<file path="src/rtl/cheri_id_ex_reg.sv">
// ID->EX pipeline register and issue sequencer for CHERI operations.
// It holds one decoded op, sequences multicycle phases, flags illegal ops and counts issued ops.
module cheri_id_ex_reg #(
    parameter int McCycles      = 2,
    parameter int CntW          = 16,
    parameter int OpdW          = 16,
    parameter int OpCIncAddrImm = 0,
    parameter int OpCSetBounds  = 1,
    parameter int OpCJal        = 2,
    parameter int OpCAuipcc     = 3,
    parameter int OpCAuicgp     = 4,
    parameter int OpCCsrRw      = 5
) (
    input  logic            clk_i,
    input  logic            rst_ni,
    input  logic            id_valid_i,
    output logic            id_ready_o,
    input  logic            instr_is_cheri_i,
    input  logic            instr_is_legal_i,
    input  logic [OpdW-1:0] operator_i,
    input  logic [11:0]     imm12_i,
    input  logic [19:0]     imm20_i,
    input  logic [20:0]     imm21_i,
    input  logic [4:0]      cs2_dec_i,
    input  logic            rf_we_i,
    input  logic            multicycle_dec_i,
    input  logic            flush_i,
    input  logic            ex_ready_i,
    output logic            ex_valid_o,
    output logic [OpdW-1:0] ex_operator_o,
    output logic [31:0]     ex_imm_o,
    output logic [4:0]      ex_cs2_o,
    output logic            ex_rf_we_o,
    output logic [1:0]      ex_phase_o,
    output logic            ex_last_o,
    output logic            illegal_o,
    output logic [CntW-1:0] issue_cnt_o
);

    typedef enum logic [1:0] {
        StIdle = 2'd0,
        StHold = 2'd1,
        StMcyc = 2'd2
    } state_e;

    localparam logic [1:0] LastPhase = 2'(McCycles - 1);

    state_e            state_q, state_d;
    logic [1:0]        phase_q, phase_d;
    logic [OpdW-1:0]   op_q, op_d;
    logic [31:0]       imm_q, imm_d;
    logic [4:0]        cs2_q, cs2_d;
    logic              we_q, we_d;
    logic              illegal_q, illegal_d;
    logic [CntW-1:0]   cnt_q, cnt_d;

    logic              valid_s;
    logic              last_s;
    logic              consume_s;
    logic              ready_s;
    logic              accept_s;
    logic [31:0]       imm_sel_s;

    // Handshake terms shared by the next-state logic and the ports.
    always_comb begin
        valid_s   = (state_q != StIdle);
        last_s    = (state_q == StHold) || ((state_q == StMcyc) && (phase_q == LastPhase));
        consume_s = valid_s && last_s && ex_ready_i;
        ready_s   = (state_q == StIdle) || consume_s;
        accept_s  = id_valid_i && instr_is_cheri_i && instr_is_legal_i && ready_s && !flush_i;
        illegal_d = id_valid_i && instr_is_cheri_i && !instr_is_legal_i && ready_s && !flush_i;
    end

    // Immediate selection: jump offset first, then upper immediates, else I/S form.
    always_comb begin
        if (operator_i[OpCJal]) begin
            imm_sel_s = {{11{imm21_i[20]}}, imm21_i};
        end else if (operator_i[OpCAuipcc] || operator_i[OpCAuicgp]) begin
            imm_sel_s = {imm20_i, 12'h000};
        end else begin
            imm_sel_s = {{20{imm12_i[11]}}, imm12_i};
        end
    end

    // Next-state, phase, captured fields and issue counter.
    always_comb begin
        state_d = state_q;
        phase_d = phase_q;
        op_d    = op_q;
        imm_d   = imm_q;
        cs2_d   = cs2_q;
        we_d    = we_q;
        cnt_d   = cnt_q;

        // Flush wins over everything, including the count of a consuming op.
        if (flush_i) begin
            state_d = StIdle;
            phase_d = 2'd0;
        end else begin
            if (consume_s && (cnt_q != {CntW{1'b1}})) begin
                cnt_d = cnt_q + {{(CntW-1){1'b0}}, 1'b1};
            end else begin
                cnt_d = cnt_q;
            end

            if (accept_s) begin
                state_d = multicycle_dec_i ? StMcyc : StHold;
                phase_d = 2'd0;
                op_d    = operator_i;
                imm_d   = imm_sel_s;
                cs2_d   = operator_i[OpCCsrRw] ? cs2_dec_i : 5'd0;
                we_d    = rf_we_i;
            end else if (consume_s) begin
                state_d = StIdle;
                phase_d = 2'd0;
            end else if ((state_q == StMcyc) && ex_ready_i && !last_s) begin
                phase_d = phase_q + 2'd1;
            end else begin
                phase_d = phase_q;
            end
        end
    end

    // State and datapath registers.
    always_ff @(posedge clk_i or negedge rst_ni) begin
        if (!rst_ni) begin
            state_q   <= StIdle;
            phase_q   <= 2'd0;
            op_q      <= '0;
            imm_q     <= 32'd0;
            cs2_q     <= 5'd0;
            we_q      <= 1'b0;
            illegal_q <= 1'b0;
            cnt_q     <= '0;
        end else begin
            state_q   <= state_d;
            phase_q   <= phase_d;
            op_q      <= op_d;
            imm_q     <= imm_d;
            cs2_q     <= cs2_d;
            we_q      <= we_d;
            illegal_q <= illegal_d;
            cnt_q     <= cnt_d;
        end
    end

    assign id_ready_o    = ready_s;
    assign ex_valid_o    = valid_s;
    assign ex_last_o     = last_s;
    assign ex_phase_o    = phase_q;
    assign ex_operator_o = op_q;
    assign ex_imm_o      = imm_q;
    assign ex_cs2_o      = cs2_q;
    assign ex_rf_we_o    = we_q;
    assign illegal_o     = illegal_q;
    assign issue_cnt_o   = cnt_q;

endmodule

</file>
<file path="config.mk">
export PLATFORM = sky130hd
export DESIGN_NAME = cheri_id_ex_reg
export DESIGN_NICKNAME = d
export VERILOG_FILES = /design/src/rtl/cheri_id_ex_reg.sv
export SDC_FILE = /design/constraint.sdc
export NUM_CORES = 1
export LEC_CHECK = 0
export CORE_ASPECT_RATIO = 0.6
export CORE_UTILIZATION = 30
export CTS_CLUSTER_SIZE = 28
export DETAILED_ROUTE_END_ITERATION = 8
export MAX_ROUTING_LAYER = met4
export SLEW_MARGIN = 20
export SYNTH_ARGS = -nofsm -noshare
export SYNTH_HDL_FRONTEND = slang
export SYNTH_SLANG_ARGS = --single-unit
</file>
<file path="constraint.sdc">
create_clock -name clk_i -period 3.4 [get_ports clk_i]
set_input_delay 0.34 -clock clk_i [delete_from_list [all_inputs] [get_ports clk_i]]
set_output_delay 0.34 -clock clk_i [all_outputs]
set_load 0.005 [all_outputs]
</file>
Word-level counts from Yosys, hierarchy flattened. Index checks and enable logic that the tools add are counted.

Memories kept: 0. Bits in registers: 75. Input bits: 83. Latch bits: 0. Word-level logic and storage cells: 51. Output and inout bits: 76. ROM bits: 0. RAM bits: 0.

Shift-type cells: 0. Reduce and logical (&&, ||, !) cells: 25. Multiplexer cells: 11. $mul: 0. $lt $le $gt $ge: 0. Equality and inequality tests: 4. Bitwise logic cells: 1. Div/mod/pow operators: 0. Add/sub/neg operators: 2.

Operators with widths (number): 2-to-1 mux 32 bit (2); adder 16 x 1 -> 16 bit (second input constant) (1); 2-to-1 mux 2 bit (8); != test 16 bit (second input constant) (1); logical AND 1 bit (13); 2-to-1 mux 5 bit (1); equality test 2 x 1 -> 1 bit (second input constant) (2); AND reduction 2 bit (2); nonzero test 4 bit (1); zero test 1 bit (3); logical OR 1 bit (3); nonzero test 3 bit (1); adder 2 x 1 -> 2 bit (second input constant) (1); equality test 2 bit (second input constant) (1); zero test 2 bit (1); nonzero test 2 bit (1); NOT 1 bit (1).

Depth between registers and ports, before layout. Gate-level depths: netlist of the first run.

Depth in word-level cells: 10. Gate-level depth with buffers: 9. Mapped depth without buffers: 7.

Worst setup path after synthesis of the first run. OpenSTA, ideal clock, no wires.

Kind: register to register. From: reg phase_q[1], in the netlist ex_phase_o[1]. To: reg cnt_q[9], in the netlist issue_cnt_o[9]. Clock period less this slack: 1.843 ns. Cell stages (with the launch flop): 8. Buffers on the path: 0. Setup time: 0.126 ns. Data arrival time: 1.717 ns. Setup slack: 1.557 ns. Required time: 3.274 ns. Cell sequence: dfrtp_1 -> inv_1 -> ha_1 -> nand4b_2 -> a2111oi_4 -> nor3b_4 -> nand3_1 -> xnor2_1.

Longest elaborated chain between the ends: 7.

Ends and longest elaborated chain: from (decl) (line 49) `logic [1:0] phase_q, phase_d;`; from (signal assigned) (line 137) `phase_q <= phase_d;`; equality test 2 x 1 -> 1 bit (line 67) `last_s = (state_q == StHold) || ((state_q == StMcyc) && (phase_q == LastPhase));`; logical AND 1 bit (line 67); logical OR 1 bit (line 67); logical AND 1 bit (2 in series) (line 68) `consume_s = valid_s && last_s && ex_ready_i;`; logical AND 1 bit (line 100) `if (consume_s && (cnt_q != {CntW{1'b1}})) begin`; AND reduction 2 bit (no line); to (signal assigned) (line 143) `cnt_q <= cnt_d;`; to (decl) (line 55) `logic [CntW-1:0] cnt_q, cnt_d;`.

No other way between the ends. A chain may end at the register's enable or synchronous reset.

Final worst setup path of the first run.
From: in ex_ready_i. To: out id_ready_o.

Longest elaborated chain between the ends: 2.

Ends and longest elaborated chain: from (decl) (line 28) `input logic ex_ready_i,`; logical AND 1 bit (line 68); logical OR 1 bit (line 69) `ready_s = (state_q == StIdle) || consume_s;`; to (decl) (line 17) `output logic id_ready_o,`.

No other way between the ends.

==> results of run 1 <==
[kinds of logic (layout without fill, tap and decap cells)]
logic type	Yosys count	count (layout)	share of synthesized area
simple gates	127	127	0.1749
compound gates	91	91	0.1498
flops	75	75	0.5388
buf+inv	28	186	0.03305
mux	19	19	0.06106
xor+xnor	14	14	0.03520
fa+ha+maj	2	2	0.007183
[metal layers]
layer,part of all wire,wire length (um),track usage,vias up
met5,0,0,-,-
li1,-,-,-,1525
met2,0.42,4023,0.2592,99
met3,0.076,729,0.06151,9
met4,0.0093,89,0.04743,0
met1,0.49,4741,0.2352,1397
[cells in the final DEF (no fill, tap or decap), types with 4 or more instances in the layout]
cell	n
sky130_fd_sc_hd__nand4_1	8
sky130_fd_sc_hd__mux2_1	16
sky130_fd_sc_hd__nor2_1	23
sky130_fd_sc_hd__a21oi_1	46
sky130_fd_sc_hd__inv_1	7
sky130_fd_sc_hd__nand2_1	69
sky130_fd_sc_hd__dfrtp_1	75
sky130_fd_sc_hd__xnor2_1	9
sky130_fd_sc_hd__o21ai_0	20
sky130_fd_sc_hd__buf_4	5
sky130_fd_sc_hd__nand3_1	5
sky130_fd_sc_hd__o21ai_1	7
sky130_fd_sc_hd__xor2_1	5
sky130_fd_sc_hd__and3_1	4
sky130_fd_sc_hd__clkdlybuf4s50_1	157
sky130_fd_sc_hd__clkbuf_16	9
sky130_fd_sc_hd__a21o_1	12
[registers in the layout (all words and copies together), names as in the netlist]
name and count:
ex_imm_o 32, ex_operator_o 16, issue_cnt_o 16, ex_cs2_o 5
ex_phase_o 2, state_q 2, ex_rf_we_o 1, illegal_o 1
[metrics by stage]
step | total power, mW | utilization
finish | 2.751 | 0.4916
global route | 2.902 | 0.4916
CTS | 2.796 | 0.4916
detailed placement | 1.757 | 0.4635
global placement | 1.752 | 0.4635
floorplan | 1.293 | -
[critical path, cell delays in order]
cell                              delay, ps
sky130_fd_sc_hd__clkdlybuf4s50_1        630
sky130_fd_sc_hd__nor2b_1                 80
sky130_fd_sc_hd__o21ai_1                290
sky130_fd_sc_hd__clkdlybuf4s50_1        590
[power by group]
group | switching, mW | leakage [nW] | total, mW | internal, mW
Sequential | 0.0865 | 0.963 | 1.12 | 1.03
Clock | 0.375 | 0.149 | 1.02 | 0.644
Combinational | 0.208 | 1.33 | 0.613 | 0.405
Total | 0.669 | 2.45 | 2.75 | 2.08
[layout make-up]
| class | instances | area [um^2] |
|---|---|---|
| Clock buffer | 10 | 229.0 |
| Clock inverter | 6 | 88.84 |
| Fill cell | 1019 | 5744 |
| Inverter | 7 | 26.28 |
| Multi-Input combinational cell | 253 | 1504 |
| Sequential cell | 75 | 1877 |
| Tap cell | 160 | 200.2 |
| Timing Repair Buffer | 163 | 1629 |
[worst min-delay path by stage]
| stage | start | endpoint | slack, ps | depth (start not counted) |
|---|---|---|---|---|
| 2_1_floorplan | rst_ni | ex_cs2_o[0] | 40 | 0 |
| 3_3_place_gp | ex_imm_o[24] | ex_imm_o[24] | 460 | 1 |
| 3_5_place_dp | ex_imm_o[28] | ex_imm_o[28] | 470 | 1 |
| 4_1_cts | rst_ni | issue_cnt_o[9] | 200 | 1 |
| 5_1_grt | rst_ni | issue_cnt_o[6] | 240 | 1 |
| 6_report | rst_ni | issue_cnt_o[7] | 130 | 1 |
==> run_summary.xml, run 1 <==
<?xml version="1.0" encoding="UTF-8"?>
<metrics>
  <group name="worst_setup_path">
    <metric name="worstPathArrival" unit="ps">1940</metric>
    <metric name="critPathCapture" unit="">id_ready_o</metric>
    <metric name="path_class" unit="">in2out</metric>
    <metric name="reg2reg_from" unit="">ex_phase_o[1]</metric>
    <metric name="critical_path.reg2reg.endpoint" unit="">ex_operator_o[12]</metric>
    <metric name="worst-endpoint-required" unit="ps">3060</metric>
    <metric name="worstSetupStartpoint" unit="">ex_ready_i</metric>
    <metric name="worstRegToRegCells" unit="">7</metric>
    <metric name="worst-path-max-fanout" unit="">6</metric>
    <metric name="cp-end-kind" unit="">output port</metric>
    <metric name="setup.worst_path.start_class" unit="">input port</metric>
    <metric name="r2r_setup_slack" unit="ps">1170</metric>
  </group>
  <group name="detailed_routing">
    <metric name="avgRoutedWirePerCell" unit="um">14.22</metric>
    <metric name="postRouteWirelength" unit="um">9583</metric>
    <metric name="avgViaCountPerCell" unit="">4.496</metric>
    <metric name="vias" unit="">3030</metric>
    <metric name="remaining_drc_errors" unit="">0</metric>
    <metric name="initial_detailed_routing_violation_count" unit="">141</metric>
    <metric name="drt_pre_antenna_iters" unit="">4</metric>
    <metric name="number_of_nets_with_antenna_violations_after_routing" unit="">0</metric>
  </group>
  <group name="sta">
    <metric name="fin_worst_hold_slack" unit="ps">129.3</metric>
    <metric name="finClkSkew" unit="ps">5.613</metric>
    <metric name="final-hold-violation-count" unit="">0</metric>
    <metric name="slew_viol_final" unit="">0</metric>
    <metric name="post-route-min-period" unit="ps">2277</metric>
    <metric name="achievable-frequency" unit="MHz">439.2</metric>
    <metric name="slew-limit-headroom" unit="">0.3368</metric>
    <metric name="final_critical_path_setup_slack" unit="ps">1123</metric>
    <metric name="setup_tns" unit="ps">0</metric>
    <metric name="least_margin_pin_slew" unit="ps">994.8</metric>
    <metric name="setup_viol_count_final" unit="">0</metric>
    <metric name="rsz0062_at_grt" unit="">no</metric>
    <metric name="min_period_over_period" unit="">0.6696</metric>
  </group>
  <group name="status">
    <metric name="result_of_the_run" unit="">completed</metric>
  </group>
  <group name="die">
    <metric name="num_rows" unit="">30</metric>
    <metric name="die_area" unit="um^2">12060</metric>
    <metric name="io-pin-count" unit="">159</metric>
    <metric name="floorplan.initialDensity" unit="">0.3083</metric>
    <metric name="die_w" unit="um">141.1</metric>
    <metric name="core_area" unit="um^2">11300</metric>
    <metric name="die_height" unit="um">85.47</metric>
  </group>
  <group name="power_and_ir_drop">
    <metric name="ir_drop" unit="uV">270.8</metric>
    <metric name="leakage_power" unit="nW">2.446</metric>
    <metric name="power.density" unit="nW/um^2">495.4</metric>
  </group>
  <group name="place">
    <metric name="dpl.cell_count" unit="">658</metric>
    <metric name="place_hpwl" unit="um">7191</metric>
    <metric name="numPortBuffers" unit="">158</metric>
    <metric name="place_area" unit="um^2">5236</metric>
    <metric name="pre_cts_ws" unit="ps">747.3</metric>
    <metric name="globalplace.congestion" unit="">0.7915</metric>
  </group>
  <group name="synth">
    <metric name="postSynth.topFlopCell" unit="">sky130_fd_sc_hd__dfrtp_1</metric>
    <metric name="synth_area" unit="um^2">3483</metric>
    <metric name="yosys-top-cells-area" unit="">sky130_fd_sc_hd__dfrtp_1, sky130_fd_sc_hd__nand2_1, sky130_fd_sc_hd__a21oi_1</metric>
    <metric name="yosys.cell_types.count" unit="">39</metric>
    <metric name="synth_most_common_cell" unit="">sky130_fd_sc_hd__dfrtp_1</metric>
    <metric name="ys_seq_area_frac" unit="">0.5388</metric>
    <metric name="ys_ff_latch" unit="">75</metric>
    <metric name="asyncSetResetFlopFracSynth" unit="">1.000</metric>
    <metric name="top_cells_by_instance_count_after_synthesis" unit="">sky130_fd_sc_hd__dfrtp_1, sky130_fd_sc_hd__nand2_1, sky130_fd_sc_hd__a21oi_1, sky130_fd_sc_hd__nor2_1, sky130_fd_sc_hd__o21ai_0</metric>
    <metric name="synth-edff-count" unit="">0</metric>
    <metric name="synth_top_area_cell" unit="">sky130_fd_sc_hd__dfrtp_1</metric>
    <metric name="synth_fp_nets" unit="">441</metric>
    <metric name="synth_warnings" unit="">0</metric>
    <metric name="synth.avg_cell_area" unit="um^2">9.785</metric>
    <metric name="yosys_top_cell_area_share" unit="">0.5388</metric>
    <metric name="netlist_instances" unit="">356</metric>
  </group>
  <group name="clock_tree">
    <metric name="clock_latency" unit="ps">330</metric>
    <metric name="tritoncts_num_sinks" unit="">75</metric>
    <metric name="root_buffer" unit="">sky130_fd_sc_hd__clkbuf_16</metric>
    <metric name="cts_hold_buf" unit="">0</metric>
    <metric name="cts_repair_resize_count" unit="">0</metric>
    <metric name="tritoncts.num_buffers" unit="">9</metric>
    <metric name="cts_tree" unit="">done</metric>
    <metric name="htreeDepth" unit="">3</metric>
    <metric name="clkSlewWorstSetupHoldPaths" unit="ps">60</metric>
    <metric name="post_cts.repair.setup_buffers" unit="">0</metric>
    <metric name="clockBufferDepth" unit="">2</metric>
  </group>
  <group name="layout">
    <metric name="area.growth.synth_to_final" unit="%">59.45</metric>
    <metric name="finish.instance_area" unit="um^2">5554</metric>
    <metric name="post_route_cells_drive_above_1_share" unit="">0.06226</metric>
    <metric name="layout.nets" unit="">594</metric>
    <metric name="layout.cells.non_filler" unit="">674</metric>
    <metric name="antenna_cells_inserted" unit="">0</metric>
  </group>
  <group name="job">
    <metric name="max_cap_viol_count" unit="">0</metric>
  </group>
  <group name="global_route">
    <metric name="grt_overflow_total" unit="">0</metric>
    <metric name="grt_antenna_before_repair" unit="">0</metric>
    <metric name="grt_pass1_vias" unit="">3042</metric>
    <metric name="global_route.usage.total" unit="">0.1783</metric>
    <metric name="grt_start_max_net_pins" unit="">76</metric>
    <metric name="global_route_wire_length_before_repair" unit="um">15980</metric>
  </group>
  <group name="worst_hold_path">
    <metric name="worstHoldPathType" unit="">in2async</metric>
  </group>
</metrics>
(Power assumes the default switching activity.)
==> run 2: changes to the inputs <==
clock period = 1.85 ns   (was 3.4 ns; I/O delays follow)
==> run 2 against run 1 <==
Net effect:
- die area unchanged
- global-route usage up 0.80 points
- via count up 9.6%
- flip-flop and latch count unchanged
==> run_summary.xml, run 2 (same netlist as run 1, synthesis figures left out) <==
<?xml version="1.0" encoding="UTF-8"?>
<metrics>
  <group name="sta">
    <metric name="slew-limit-headroom" unit="">0.5449</metric>
    <metric name="post-route-min-period" unit="ps">1779</metric>
    <metric name="finClkSkew" unit="ps">5.903</metric>
    <metric name="final-hold-violation-count" unit="">0</metric>
    <metric name="setup_tns" unit="ps">0</metric>
    <metric name="rsz0062_at_grt" unit="">yes</metric>
    <metric name="final_critical_path_setup_slack" unit="ps">71.14</metric>
    <metric name="min_period_over_period" unit="">0.9615</metric>
    <metric name="slew_viol_final" unit="">0</metric>
    <metric name="fin_worst_hold_slack" unit="ps">352.2</metric>
    <metric name="achievable-frequency" unit="MHz">562.2</metric>
    <metric name="setup_viol_count_final" unit="">0</metric>
    <metric name="least_margin_pin_slew" unit="ps">682.6</metric>
  </group>
  <group name="layout">
    <metric name="area.growth.synth_to_final" unit="%">77.05</metric>
    <metric name="multiInputGateArea" unit="um^2">1577</metric>
    <metric name="final.fill_count" unit="">993</metric>
    <metric name="layout.cells.most_common" unit="">sky130_fd_sc_hd__clkdlybuf4s50_1</metric>
    <metric name="regArea" unit="um^2">1877</metric>
    <metric name="layout.core_utilization" unit="">0.5458</metric>
    <metric name="largest_register_ffs" unit="">32</metric>
    <metric name="layout.cells.non_filler" unit="">725</metric>
    <metric name="final_cell_mix" unit="">sky130_fd_sc_hd__clkdlybuf4s50_1, sky130_fd_sc_hd__dfrtp_1, sky130_fd_sc_hd__nand2_1</metric>
    <metric name="finish.instance_area" unit="um^2">6167</metric>
    <metric name="layout.nets" unit="">646</metric>
    <metric name="antenna_cells_inserted" unit="">0</metric>
    <metric name="post_route_cells_drive_above_1_share" unit="">0.1788</metric>
  </group>
  <group name="worst_setup_path">
    <metric name="worst-endpoint-required" unit="ps">2070</metric>
    <metric name="critPathMaxStageDelay" unit="ps">410</metric>
    <metric name="path_cells" unit="">ha_4 &gt; nand3b_1 &gt; o21ai_1 &gt; buf_4 &gt; buf_6 &gt; nand3_4 &gt; buf_12 &gt; clkbuf_16 &gt; a21oi_1 &gt; a21o_1</metric>
    <metric name="critical_path.n_buffers_inverters" unit="">4</metric>
    <metric name="cp-end-kind" unit="">flop</metric>
    <metric name="setup.worst_path.start_class" unit="">flop</metric>
    <metric name="path_class" unit="">reg2reg</metric>
    <metric name="timing.critical_path.max_delay_family" unit="">buffers and inverters</metric>
    <metric name="worst-path-max-fanout" unit="">6</metric>
    <metric name="worstPathArrival" unit="ps">2000</metric>
    <metric name="worstSetupPathDepth" unit="">10</metric>
    <metric name="worstRegToRegCells" unit="">10</metric>
    <metric name="critical-path-slowest-cell" unit="">sky130_fd_sc_hd__dfrtp_1</metric>
  </group>
  <group name="place">
    <metric name="numPortBuffers" unit="">158</metric>
    <metric name="globalplace.congestion" unit="">0.8050</metric>
    <metric name="pre_cts_ws" unit="ps">-367.7</metric>
    <metric name="dpl.cell_count" unit="">690</metric>
    <metric name="place_hpwl" unit="um">7871</metric>
    <metric name="place_area" unit="um^2">5502</metric>
  </group>
  <group name="clock_tree">
    <metric name="clockBufferDepth" unit="">2</metric>
    <metric name="cts_tree" unit="">done</metric>
    <metric name="root_buffer" unit="">sky130_fd_sc_hd__clkbuf_16</metric>
    <metric name="htreeDepth" unit="">3</metric>
    <metric name="tritoncts.num_buffers" unit="">9</metric>
    <metric name="clkSlewWorstSetupHoldPaths" unit="ps">60</metric>
    <metric name="tritoncts_num_sinks" unit="">75</metric>
    <metric name="clock_latency" unit="ps">330</metric>
  </group>
  <group name="global_route">
    <metric name="grt_antenna_before_repair" unit="">0</metric>
    <metric name="global_route_wire_length_before_repair" unit="um">16750</metric>
    <metric name="grt_start_max_net_pins" unit="">47</metric>
    <metric name="grt_pass1_vias" unit="">3283</metric>
    <metric name="grt_overflow_total" unit="">0</metric>
    <metric name="global_route.usage.total" unit="">0.1863</metric>
  </group>
  <group name="die">
    <metric name="floorplan.initialDensity" unit="">0.3083</metric>
    <metric name="die_w" unit="um">141.1</metric>
    <metric name="die_height" unit="um">85.47</metric>
    <metric name="num_rows" unit="">30</metric>
    <metric name="core_area" unit="um^2">11300</metric>
    <metric name="die_area" unit="um^2">12060</metric>
    <metric name="io-pin-count" unit="">159</metric>
  </group>
  <group name="power_and_ir_drop">
    <metric name="power.density" unit="nW/um^2">828.9</metric>
    <metric name="totalPowerFinal" unit="mW">5.112</metric>
    <metric name="ir_drop" unit="uV">440.6</metric>
    <metric name="leakage_power" unit="nW">2.848</metric>
  </group>
  <group name="detailed_routing">
    <metric name="remaining_drc_errors" unit="">0</metric>
    <metric name="number_of_nets_with_antenna_violations_after_routing" unit="">0</metric>
    <metric name="vias" unit="">3321</metric>
    <metric name="drt_pre_antenna_iters" unit="">4</metric>
    <metric name="initial_detailed_routing_violation_count" unit="">138</metric>
    <metric name="postRouteWirelength" unit="um">11160</metric>
    <metric name="avgViaCountPerCell" unit="">4.581</metric>
    <metric name="avgRoutedWirePerCell" unit="um">15.40</metric>
  </group>
  <group name="status">
    <metric name="result_of_the_run" unit="">completed</metric>
  </group>
  <group name="worst_hold_path">
    <metric name="worstHoldPathType" unit="">in2async</metric>
  </group>
  <group name="job">
    <metric name="max_cap_viol_count" unit="">0</metric>
  </group>
</metrics>
## run 2: timing repair
item                                   CTS  global route
pin swaps                                3             7
gates cloned                             0             9
hold buffers                             1             0
setup buffers                            3             8
resized for setup                        9            30
endpoints found under the hold margin   35             0
setup endpoints to repair                7            50
## run 2: final timing paths
kind / start / to / slack [ps]
worst max-delay path: ex_phase_o[0] / ex_imm_o[22] / 70
worst min-delay path: rst_ni / issue_cnt_o[9] / 350
worst max register to register: ex_phase_o[0] / ex_imm_o[22] / 70
worst min register to register: ex_imm_o[4] / ex_imm_o[4] / 480
max in group asynchronous: rst_ni / ex_cs2_o[1] / 900
min in group clk_i: cs2_dec_i[2] / ex_cs2_o[2] / 410
## run 2: per-layer routing
metal  GRT usage  part of all wire
met5           -                 0
met4     0.05040            0.0095
met3     0.05756             0.061
met2      0.2669              0.42
met1      0.2527              0.51
## run 2: area by class of cell
cell class,instances,area share
Sequential cell,75,0.3043
Tap cell,160,0.03246
Timing Repair Buffer,215,0.3542
Clock buffer,11,0.04098
Multi-Input combinational cell,253,0.2556
Inverter,7,0.004261
Clock inverter,4,0.008115
## run 2: where the power goes
part / internal, mW / switching (mW) / leakage [nW]
clock network: 1.11 / 0.674 / 0.144
logic: 0.841 / 0.442 / 1.74
registers: 1.90 / 0.148 / 0.963
